`src/rtl/otter_htif_mailbox.sv`:
```
// Host-target mailbox on the OtterMCU data bus: tohost/fromhost words, status, console FIFO.
// Optional macro OTTER_HTIF_IRQ_EN adds an irq output and STATUS[8] console irq enable.
module otter_htif_mailbox #(
    parameter logic [31:0] BASE_ADDR  = 32'h8000_0000,
    parameter int          CONS_DEPTH = 8
) (
    input  logic        clk,
    input  logic        rst,
    input  logic        dmem_r_en,
    input  logic        dmem_w_en,
    input  logic [3:0]  dmem_w_strb,
    input  logic [31:0] dmem_addr,
    input  logic [31:0] dmem_w_data,
    output logic [31:0] dmem_r_data,
    output logic        tohost_valid,
    input  logic        tohost_ready,
    output logic [31:0] tohost_data,
    input  logic        fromhost_valid,
    output logic        fromhost_ready,
    input  logic [31:0] fromhost_data,
    output logic        cons_valid,
    input  logic        cons_ready,
    output logic [7:0]  cons_data
`ifdef OTTER_HTIF_IRQ_EN
    ,
    output logic        irq
`endif
);
    localparam int AW = $clog2(CONS_DEPTH);

    typedef enum logic {IDLE, PEND} th_state_t;

    th_state_t   state_q, state_d;
    logic [31:0] tohost_q, tohost_d;
    logic [31:0] fromhost_q;
    logic [31:0] status;
    logic        ovf_q, drop_q, ovf_set;
    logic        irq_en_q;
    logic        sel, wr_th, wr_fh, wr_st, push_req, push_ok, pop, drop_set;
    logic        cons_empty, cons_full;
    logic [AW:0] wptr, rptr;
    logic [7:0]  mem [CONS_DEPTH];
    logic        unused_addr_lsb;

    assign unused_addr_lsb = ^dmem_addr[1:0];

    function automatic logic [31:0] merge(input logic [31:0] old, input logic [31:0] din,
                                          input logic [3:0] strb);
        logic [31:0] r;
        r = old;
        for (int b = 0; b < 4; b++)
            if (strb[b]) r[8*b +: 8] = din[8*b +: 8];
        return r;
    endfunction

    assign sel      = (dmem_addr[31:4] == BASE_ADDR[31:4]);
    assign wr_th    = dmem_w_en && sel && (dmem_addr[3:2] == 2'd0);
    assign wr_fh    = dmem_w_en && sel && (dmem_addr[3:2] == 2'd1);
    assign wr_st    = dmem_w_en && sel && (dmem_addr[3:2] == 2'd2);
    assign push_req = dmem_w_en && sel && (dmem_addr[3:2] == 2'd3) && dmem_w_strb[0];

    // tohost FSM: any write landing while PEND (even on the handshake edge) is an overflow
    always_comb begin
        state_d  = state_q;
        tohost_d = tohost_q;
        ovf_set  = 1'b0;
        case (state_q)
            IDLE: if (wr_th) begin
                tohost_d = merge(tohost_q, dmem_w_data, dmem_w_strb);
                if (tohost_d != 32'd0) state_d = PEND;
            end
            PEND: begin
                ovf_set = wr_th;
                if (tohost_ready) begin
                    tohost_d = 32'd0;
                    state_d  = IDLE;
                end
            end
            default: state_d = IDLE;
        endcase
    end

    always_ff @(posedge clk or negedge rst)
        if (!rst) begin
            state_q  <= IDLE;
            tohost_q <= 32'd0;
        end else begin
            state_q  <= state_d;
            tohost_q <= tohost_d;
        end

    assign tohost_valid   = (state_q == PEND);
    assign tohost_data    = tohost_q;
    assign fromhost_ready = (fromhost_q == 32'd0);

    // Host accept takes priority over a same-cycle core write
    always_ff @(posedge clk or negedge rst)
        if (!rst)                                 fromhost_q <= 32'd0;
        else if (fromhost_valid && fromhost_ready) fromhost_q <= fromhost_data;
        else if (wr_fh)                            fromhost_q <= merge(fromhost_q, dmem_w_data, dmem_w_strb);

    // Console FIFO; extra pointer bit distinguishes full from empty
    assign cons_empty = (wptr == rptr);
    assign cons_full  = (wptr[AW] != rptr[AW]) && (wptr[AW-1:0] == rptr[AW-1:0]);
    assign pop        = !cons_empty && cons_ready;
    assign push_ok    = push_req && (!cons_full || pop);
    assign drop_set   = push_req && cons_full && !pop;
    assign cons_valid = !cons_empty;
    assign cons_data  = cons_empty ? 8'd0 : mem[rptr[AW-1:0]];

    always_ff @(posedge clk)
        if (push_ok) mem[wptr[AW-1:0]] <= dmem_w_data[7:0];

    always_ff @(posedge clk or negedge rst)
        if (!rst) begin
            wptr <= '0;
            rptr <= '0;
        end else begin
            if (push_ok) wptr <= wptr + 1'b1;
            if (pop)     rptr <= rptr + 1'b1;
        end

    always_ff @(posedge clk or negedge rst)
        if (!rst) begin
            ovf_q  <= 1'b0;
            drop_q <= 1'b0;
        end else begin
            if (ovf_set)                                         ovf_q  <= 1'b1;
            else if (wr_st && dmem_w_strb[0] && dmem_w_data[4])  ovf_q  <= 1'b0;
            if (drop_set)                                        drop_q <= 1'b1;
            else if (wr_st && dmem_w_strb[0] && dmem_w_data[5])  drop_q <= 1'b0;
        end

`ifdef OTTER_HTIF_IRQ_EN
    always_ff @(posedge clk or negedge rst)
        if (!rst) begin
            irq_en_q <= 1'b0;
            irq      <= 1'b0;
        end else begin
            if (wr_st && dmem_w_strb[1]) irq_en_q <= dmem_w_data[8];
            irq <= (fromhost_q != 32'd0) | (cons_empty & irq_en_q);
        end
`else
    assign irq_en_q = 1'b0;
`endif

    always_comb begin
        status    = 32'd0;
        status[0] = (state_q == PEND);
        status[1] = (fromhost_q != 32'd0);
        status[2] = cons_full;
        status[3] = cons_empty;
        status[4] = ovf_q;
        status[5] = drop_q;
        status[8] = irq_en_q;
    end

    // Registered read sees pre-write register values
    always_ff @(posedge clk or negedge rst)
        if (!rst) dmem_r_data <= 32'd0;
        else if (dmem_r_en) begin
            if (!sel) dmem_r_data <= 32'd0;
            else case (dmem_addr[3:2])
                2'd0:    dmem_r_data <= tohost_q;
                2'd1:    dmem_r_data <= fromhost_q;
                2'd2:    dmem_r_data <= status;
                default: dmem_r_data <= 32'd0;
            endcase
        end
endmodule

```
`config.mk`:
```
export PLATFORM = sky130hd
export DESIGN_NAME = otter_htif_mailbox
export DESIGN_NICKNAME = d
export VERILOG_FILES = /design/src/rtl/otter_htif_mailbox.sv
export SDC_FILE = /design/constraint.sdc
export NUM_CORES = 1
export LEC_CHECK = 0
export CAP_MARGIN = 20
export CORE_UTILIZATION = 50
export DETAILED_ROUTE_END_ITERATION = 12
export PLACE_DENSITY = 0.88
export SLEW_MARGIN = 20
export SYNTH_ARGS = -nofsm -noshare
export SYNTH_HDL_FRONTEND = slang
export SYNTH_SLANG_ARGS = --single-unit
```
`constraint.sdc`:
```
create_clock -name clk -period 3.1 [get_ports clk]
set_input_delay 0.465 -clock clk [delete_from_list [all_inputs] [get_ports clk]]
set_output_delay 0.465 -clock clk [all_outputs]
set_load 0.05 [all_outputs]
```
# [Word-level counts from Yosys, hierarchy flattened]
# Memories as Yosys holds them, arrays and structs flattened.
# Index checks and enable logic that the tools add are counted.
[word_totals] input_bits=107 ff_bits=107 out_inout_bits=75 mem_bits_rw=64 mem_count=1 word_cells=94
[classes] n_reduce_logical=35 n_addsub=2 bitwise_logic=1 eq_ne=9 n_mux=35
[memory_table] name="mem" words=8 word_bits=8 rd=1 rd_clocked_by_memory_dff=0 write_ports=1 line_no="42" text="logic [7:0] mem [CONS_DEPTH];"
[ops] op="$mux 32" n=5
[ops] op="$mux 8" n=17
[ops] op="$pmux 32 s3" n=1
[ops] op="$pmux 32 s2" n=1
[ops] op="$reduce_bool 32->1" n=2
[ops] op="$logic_not 32->1" n=1
[ops] op="$eq 28x28->1 const B" n=1
[ops] op="$logic_and 1x1->1" n=15
[ops] op="$reduce_bool 2->1" n=7
[ops] op="$mux 1" n=10
[ops] op="$reduce_and 2->1" n=5
[ops] op="$add 4x1->4 const B" n=2
[ops] op="$eq 2x2->1 const B" n=2
[ops] op="$eq 4x4->1" n=1
[ops] op="$ne 2x2->1 const B" n=2
[ops] op="$eq 3x3->1" n=1
[ops] op="$logic_not 1->1" n=3
[ops] op="$eq 2x1->1 const B" n=1
[ops] op="$logic_not 2->1" n=1
[ops] op="$pmux 1 s2" n=1
[ops] op="$logic_or 1x1->1" n=1
[ops] op="$ne 1x1->1" n=1
[ops] op="$not 1->1" n=1

# [Longest topological paths before layout]
# Gate-level depths: netlist of the first run.
[depth] word_depth=9 ltp_mapped=7 ltp_nobuf=5

# [Worst setup path after synthesis of the first run]
# No wires, ideal clock.
[synth_timing] path_type="input to register" start="in dmem_addr[27]" end="mem mem[0][0] (enable)" stages=5 setup_time_ns=0.383 n_path_buf=0 t_arrival_ns=2.437 t_required_ns=2.717 path_slack_ns=0.280 cell_sequence="or4_4 > nand3b_4 > a2111oi_4 > nand2b_1 > nor3_1"
[synth_between] elab_chain_len=7
[synth_rtl] item="from (decl)" line_no="12" text="input logic [31:0] dmem_addr,"
[synth_rtl] item="$eq 28x28->1" line_no="56" text="assign sel = (dmem_addr[31:4] == BASE_ADDR[31:4]);"
[synth_rtl] item="$logic_and 1x1->1 (3 in a row)" line_no="60" text="assign push_req = dmem_w_en && sel && (dmem_addr[3:2] == 2'd3) && dmem_w_strb[0];"
[synth_rtl] item="$logic_and 1x1->1" line_no="106" text="assign push_ok = push_req && (!cons_full || pop);"
[synth_rtl] item="$mux 1" line_no="112" text="if (push_ok) mem[wptr[AW-1:0]] <= dmem_w_data[7:0];"
[synth_rtl] item="$mux 1 (implied by the code)" line_no="112"
[synth_rtl] item="to (decl)" line_no="42"
# Every way passes these cells.

# [Final worst setup path of the first run]
[layout_timing] start="reg fromhost_q[26]" end="out fromhost_ready"
[layout_between] elab_chain_len=1
[layout_rtl] item="from (decl)" line_no="35" text="logic [31:0] fromhost_q;"
[layout_rtl] item="from (signal assigned)" line_no="99" text="else if (fromhost_valid && fromhost_ready) fromhost_q <= fromhost_data;"
[layout_rtl] item="from (signal assigned)" line_no="100" text="else if (wr_fh) fromhost_q <= merge(fromhost_q, dmem_w_data, dmem_w_strb);"
[layout_rtl] item="$logic_not 32->1" line_no="94" text="assign fromhost_ready = (fromhost_q == 32'd0);"
[layout_rtl] item="to (decl)" line_no="19" text="output logic fromhost_ready,"
# Every way passes these cells.

==> results of run 1 <==
## cells in the final DEF, fill, tap and decap left out, drive strengths merged, types with 3 or more instances in the layout
master / netlist / layout
a22oi: 3 / 3
and3: 4 / 4
clkinv: 0 / 5
inv: 43 / 49
nand3: 5 / 5
nor2: 29 / 29
xnor2: 5 / 5
o22ai: 31 / 31
clkbuf: 32 / 18
clkdlybuf4s50: 0 / 167
nand4: 4 / 4
nand3b: 6 / 6
or4: 6 / 6
o21ai: 66 / 66
nor4: 27 / 27
mux4: 16 / 16
dfrtp: 107 / 107
nand2: 109 / 109
buf: 8 / 47
a21oi: 11 / 11
nor3: 13 / 13
xor2: 5 / 5
mux2i: 72 / 72
nand2b: 4 / 4
edfxtp: 64 / 64
## critical path, stage by stage (launching register included)
cell           delay [ns]
dfrtp_1              0.42
nor4_1               0.45
nand4_1              0.32
nor2_1               0.24
dlygate4sd2_1        0.56
## synthesized netlist by cell type, drive strengths merged
cell type,instances
nor4,27
nand4,4
or4,6
a31oi,2
nor2b,2
o21ai,66
mux2,1
edfxtp,64
nor3,13
and3,4
a2111oi,2
xnor2,5
and4,2
and2,1
o22ai,31
ha,2
a41o,2
nor4b,2
xor2,5
nand2,109
dfrtp,107
nand2b,4
clkbuf,32
a32o,1
a31o,1
nand3b,6
mux4,16
nand3,5
a21oi,11
a22oi,3
inv,43
nor2,29
buf,8
mux2i,72
## power by group through the flow
stage	Combinational, mW	Sequential [mW]	Clock [mW]
finish	1.45	2.44	2.12
global route	1.53	2.44	2.24
CTS	1.45	2.43	2.15
detailed placement	1.44	2.48	0
global placement	1.41	2.48	0
floorplan	0.925	2.47	0
## registers in the layout, indices dropped and copies added, names as in the netlist
register	cells
mem	64
dmem_r_data	32
fromhost_q	32
tohost_data	32
rptr	4
wptr	4
drop_q	1
ovf_q	1
tohost_valid	1
## final cells by class
type	instances	area [µm²]	area share, %
repair buffers	215	2040	19.3
well taps	211	264	2.49
multi-input cells	434	2950	27.8
clock inverters	14	160	1.51
inverters	43	161	1.52
flip-flops and latches	171	4600	43.4
clock buffers	18	429	4.05
## per-layer routing
metal / part of all wire [%] / up-vias
met2: 50 / 351
li1: - / 2875
met5: 0 / -
met1: 39 / 3098
met4: 3.4 / 0
met3: 8.0 / 66
## through the flow
step | util (%) | instance area (µm²) | hold slack, ns
after global routing | 69.5 | 10600 | 0.0375
after global placement | 65.6 | 10000 | 0.466
final | 69.5 | 10600 | 0.00336
after detailed placement | 65.6 | 10000 | 0.464
after floorplan | - | 7860 | 0.169
after CTS | 69.5 | 10600 | 0.0111
## logic make-up (layout without fill, tap and decap cells)
kind of cell | after synthesis | count (layout)
compound gates | 119 | 119
xor+xnor | 10 | 10
fa+ha+maj | 2 | 2
buf+inv | 83 | 290
flops | 171 | 171
mux | 89 | 89
simple gates | 214 | 214
## worst paths after layout
path	startpoint	end	slack (ns)	cells past startpoint
setup / recovery	fromhost_q[26]	fromhost_ready	0.21	4
hold / removal	rst	dmem_r_data[29]	0.003	1
setup reg to reg	rptr[2]	mem[0][4]	0.66	8
hold reg to reg	wptr[3]	wptr[3]	0.51	1
max in group asynchronous	rst	fromhost_q[10]	2.33	2
min in group clk	wptr[3]	wptr[3]	0.51	1
## what timing repair did
item | in CTS | in global routing
endpoints found under the setup margin | 1 | 0
endpoints found under the hold margin | 0 | 0
resized for setup | 1 | 0
setup buffers | 0 | 0
==> impl_metrics.env, run 1 <==
export IMPL_yosys_mux_area_fraction_pct=13.9
export IMPL_peakVddDrop_mv=0.536
export IMPL_wl_per_cell_um=20.0
export IMPL_cts_sinks=171
export IMPL_power_density_nw_per_um2=566
export IMPL_period_needed_ns=2.89
export IMPL_antenna_found_initial=0
export IMPL_dp_slack_ns=0.0489
export IMPL_worst_slew_pin_slew_ns=0.706
export IMPL_synth_warnings=0
export IMPL_grt_pass1_wl_mm=34.7
export IMPL_clk_path_buf_depth=2
export IMPL_grt_busiest_layer="met2"
export IMPL_synthTopCellsByArea="dfrtp_1 34%, edfxtp_1 24%, mux2i_1 9.2%, nand2_1 5.2%, mux4_2 4.6%"
export IMPL_drv_slew=0
export IMPL_dpl_hpwl_mm=15.5
export IMPL_p_sw_share_pct=30.0
export IMPL_cts_root_buf="clkbuf_16"
export IMPL_finalHoldViolations=0
export IMPL_synth_largest_area_cell="dfrtp_1"
export IMPL_io_pins=182
export IMPL_cts_hold_buf=0
export IMPL_fmax_ghz=0.346
export IMPL_fp_dieW_um=127
export IMPL_finalCritPeriodShare_pct=93.3
export IMPL_internal_power_mw=4.20
export IMPL_io_buffer_count=179
export IMPL_synth_top_family_by_area="multiplexers"
export IMPL_maxSlewHeadroom_pct=52.8
export IMPL_grt_max_degree=70
export IMPL_rsz0062_at_grt="false"
export IMPL_fin_tns_setup_ns=0
export IMPL_cp_max_fo=3
export IMPL_nNetsFinal=991
export IMPL_drtAntennaViolNets=0
export IMPL_setup_viol=0
export IMPL_cts_tree="done"
export IMPL_finClkSkew_ns=0.0126
export IMPL_dieHeight_um=127
export IMPL_vias=6390
export IMPL_ys_seq_elements=171
export IMPL_clk_pin_slew_worst_paths_ns=0.07
export IMPL_worst_setup_path_start_kind="register"
export IMPL_met1_usage_pct=36.0
export IMPL_antennaDiodeCount=0
export IMPL_max_cap_violations=0
export IMPL_track_usage_pct=28.6
export IMPL_path_class="register to output pin"
export IMPL_p_clk_share_pct=35.3
export IMPL_firstDrtPassIters=7
export IMPL_cp_data_required_time_ns=2.63
export IMPL_syn_avg_cell_area_um2=11.4
export IMPL_power_leakage_nw=4.35
export IMPL_via_per_inst=5.78
export IMPL_hp_class="primary input to asynchronous set/reset pin"
export IMPL_synth_seq_area_share_pct=58.5
export IMPL_fp_row_count=45
export IMPL_fillerInstances=1010
export IMPL_synth_compound_area_share_pct=8.77
export IMPL_synth_top_area_share_pct=34.1
export IMPL_h_tree_depth=4
export IMPL_clk_insertion_delay_late_ns=0.43
export IMPL_grt_use_met2_pct=47.1
export IMPL_place_inst=1074
export IMPL_cts_made_buffers=17
export IMPL_syn_inst=688
export IMPL_synthXorXnorAreaFrac_pct=1.11
export IMPL_syn_num_nets=797
export IMPL_synth_area_um2=7860
export IMPL_drtIter0Drc=555
export IMPL_gr_total_overflow=0
export IMPL_place_congestion=0.908
export IMPL_core_um2=15300
export IMPL_layout_setup_ws_ns=0.208
export IMPL_drt_wl_total_mm=22.1
export IMPL_die_area_um2=16200
export IMPL_grt_pass1_vias=6474
export IMPL_areaGrowthSynthToFinish_pct=35.0
export IMPL_combPwrFrac_pct=24.1
export IMPL_pwr_share_seq_pct=40.6
export IMPL_fin_cells=1106
export IMPL_critPathArrivalTime_ns=2.43
export IMPL_drc_errors=0
export IMPL_start_util_pct=51.5
export IMPL_synthSimpleGateAreaFrac_pct=13.3
export IMPL_power_mw=6.00
export IMPL_synth_cell_types=42
export IMPL_use_met3_pct=6.57
export IMPL_drive_above_1_share_pct=11.8
export IMPL_outcome="finished, final reports clean"
export IMPL_synthAdderAreaFrac_pct=0.318
export IMPL_power_switching_mw=1.80
export IMPL_cp_end_kind="output pin"
Note: power is estimated with default switching activity, not from simulation.
==> run 2, diff against run 1 <==
--- a/config.mk
+++ b/config.mk
@@ -5,10 +5,11 @@
 export SDC_FILE = /design/constraint.sdc
 export NUM_CORES = 1
 export LEC_CHECK = 0
+export ABC_AREA = 1
 export CAP_MARGIN = 20
-export CORE_UTILIZATION = 50
+export CORE_UTILIZATION = 52
 export DETAILED_ROUTE_END_ITERATION = 12
-export PLACE_DENSITY = 0.88
+export PLACE_DENSITY = 0.89
 export SLEW_MARGIN = 20
 export SYNTH_ARGS = -nofsm -noshare
 export SYNTH_HDL_FRONTEND = slang
==> run 2 against run 1 <==
Against the previous run:
- critical path depth rose by 2
- die area rose by 4.7%
- first-iteration DRC count rose by 64%
- maximum frequency fell by 2.0%
- critical endpoint is now cons_data[4]
- sequential share of layout area fell by 2.7 points
- non-clock buffer count fell by 4
- sequential power rose by 4%
- wire length rose by 17%
- global-route usage rose by 2.9 points
- synthesized cell count rose by 53%
==> impl_metrics.env, run 2 <==
export IMPL_outcome="finished, final reports clean"
export IMPL_reg2reg_depth=8
export IMPL_synthTopCellsByArea="dfrtp_1 31%, edfxtp_1 22%, nand2_1 13%, nand3_1 8.1%, nor2_1 6.1%"
export IMPL_path_class="register to output pin"
export IMPL_cts_root_buf="clkbuf_16"
export IMPL_core_um2=16000
export IMPL_cp_max_fo=18
export IMPL_gr_total_overflow=0
export IMPL_grt_pass1_wl_mm=40.1
export IMPL_antenna_found_initial=1
export IMPL_final_area_um2=11300
export IMPL_rsz0062_at_grt="false"
export IMPL_syn_num_nets=1161
export IMPL_final_cell_mix="292 x nand2_1, 168 x clkdlybuf4s50_1, 140 x nor2_1"
export IMPL_place_inst=1419
export IMPL_yosys_top_cells_count="293 x nand2_1, 140 x nor2_1, 139 x nand3_1, 107 x dfrtp_1, 74 x o21ai_0"
export IMPL_hp_class="primary input to asynchronous set/reset pin"
export IMPL_fmax_ghz=0.339
export IMPL_syn_inst=1052
export IMPL_dpl_hpwl_mm=18.0
export IMPL_nNetsFinal=1331
export IMPL_drive_above_1_share_pct=7.45
export IMPL_critPathArrivalTime_ns=2.49
export IMPL_grt_pass1_vias=8042
export IMPL_clk_insertion_delay_late_ns=0.44
export IMPL_use_met3_pct=7.01
export IMPL_fin_tns_setup_ns=0
export IMPL_max_cap_violations=0
export IMPL_areaGrowthSynthToFinish_pct=32.0
export IMPL_synth_edf_count=64
export IMPL_worst_slew_pin_slew_ns=0.971
export IMPL_clk_pin_slew_worst_paths_ns=0.07
export IMPL_cts_resized=0
export IMPL_vias=8334
export IMPL_setup_viol=0
export IMPL_grt_use_met2_pct=52.1
export IMPL_postSynth_asyncResetShare_pct=62.6
export IMPL_final_common_cell="nand2_1"
export IMPL_synth_most_common_cell="nand2_1"
export IMPL_cp_data_required_time_ns=2.63
export IMPL_dieHeight_um=130
export IMPL_ys_seq_elements=171
export IMPL_synth_largest_area_cell="dfrtp_1"
export IMPL_rr_endpoint="mem[0][7]"
export IMPL_rrSetupSlack_ns=0.80
export IMPL_largest_reg_flops=64
export IMPL_cts_sinks=171
export IMPL_postCtsSetupBuffers=0
export IMPL_placed_cell_area_um2=10700
export IMPL_power_density_nw_per_um2=584
export IMPL_synth_area_um2=8560
export IMPL_cts_made_buffers=17
export IMPL_fin_cells=1451
export IMPL_die_area_um2=17000
export IMPL_grt_busiest_layer="met2"
export IMPL_start_util_pct=53.5
export IMPL_met1_usage_pct=38.7
export IMPL_fp_dieW_um=130
export IMPL_cts_hold_buf=0
export IMPL_track_usage_pct=31.4
export IMPL_synth_top_area_share_pct=31.3
export IMPL_maxSlewHeadroom_pct=35.2
export IMPL_grt_max_degree=68
export IMPL_io_buffer_count=179
export IMPL_drc_errors=0
export IMPL_syn_avg_cell_area_um2=8.14
export IMPL_place_congestion=0.944
export IMPL_period_needed_ns=2.95
export IMPL_synth_warnings=0
export IMPL_h_tree_depth=4
export IMPL_finalHoldViolations=0
export IMPL_fp_row_count=46
export IMPL_r2r_start="rptr[1]"
export IMPL_synth_seq_area_share_pct=53.7
export IMPL_antennaDiodeCount=0
export IMPL_synth_ff_type="dfrtp_1"
export IMPL_drt_wl_total_mm=25.8
export IMPL_drtAntennaViolNets=0
export IMPL_firstDrtPassIters=6
export IMPL_cp_end_kind="output pin"
export IMPL_clk_path_buf_depth=2
export IMPL_drtIter0Drc=912
export IMPL_finClkSkew_ns=0.0151
export IMPL_io_pins=182
export IMPL_wl_per_cell_um=17.8
export IMPL_peakVddDrop_mv=0.629
export IMPL_cts_tree="done"
export IMPL_drv_slew=0
export IMPL_power_leakage_nw=4.97
export IMPL_worst_setup_path_start_kind="register"
export IMPL_finalCritPeriodShare_pct=95.2
export IMPL_synth_cell_types=33
export IMPL_via_per_inst=5.74
run 2: changes by cell type after synthesis, moves of 14 or more:
| cell | change |
|---|---|
| inv_1 | +23 |
| mux2i_1 | -72 |
| mux4_2 | -16 |
| nand2_1 | +184 |
| nand3_1 | +134 |
| nor2_1 | +111 |
| nor4_1 | -23 |
| o21ai_0 | +14 |
| o21ai_1 | +14 |
| o22ai_1 | -18 |
| o32ai_1 | +16 |
run 2: how the worst max path moves through the flow:
stage	endpoint	from
after floorplan	cons_data[0]	rptr[0]
after global placement	dmem_r_data[20]	dmem_addr[3]
after detailed placement	tohost_valid	dmem_addr[7]
after CTS	cons_data[2]	rptr[0]
after global routing	cons_data[4]	rptr[1]
final	cons_data[4]	rptr[1]
run 2: worst max-delay path, stage by stage (launching register included):
cell and delay, ns:
dfrtp_1 0.76, xor2_1 0.20, nor2_1 0.07, nand3_1 0.37
o21ai_0 0.25, nor2_1 0.24, buf_12 0.17
run 2: power breakdown:
part / internal [mW] / switching, mW / total, mW
sequential: 2.40 / 0.132 / 2.53
clock: 1.22 / 0.963 / 2.18
combinational: 0.802 / 1.08 / 1.89
run 2: routing by layer:
layer	part of all wire (%)	up-vias
met5	0.046	-
met4	4.1	2
met3	10	107
met2	49	520
met1	37	3862
li1	-	3843
run 2: cell families after synthesis:
kind of cell | synth area share [%]
xor gates and xnor gates | 0.920
AOI/OAI and AO/OA | 9.35
buffers and inverters | 5.99
DFF | 53.7
adders and majority gates | 0.292
and+or+nand+nor | 29.7
run 2: layout make-up:
cell class / instances / area [µm²]
Clock inverter: 15 / 174
Timing Repair Buffer: 211 / 2130
Clock buffer: 17 / 425
Sequential cell: 171 / 4600
Fill cell: 1176 / 4700
Inverter: 67 / 251
Multi-Input combinational cell: 754 / 3450
Tap cell: 216 / 270
run 2: per-stage QoR:
step	setup slack [ns]	power, mW	utilization [%]	hold WS (ns)
6_report	0.149	6.60	70.7	0.00137
4_1_cts	0.158	6.60	70.7	0.0102
3_3_place_gp	0.514	4.37	66.9	0.464
3_5_place_dp	0.454	4.44	66.9	0.466
2_1_floorplan	0.273	3.56	-	0.169
5_1_grt	0.00628	6.84	70.7	0.0470
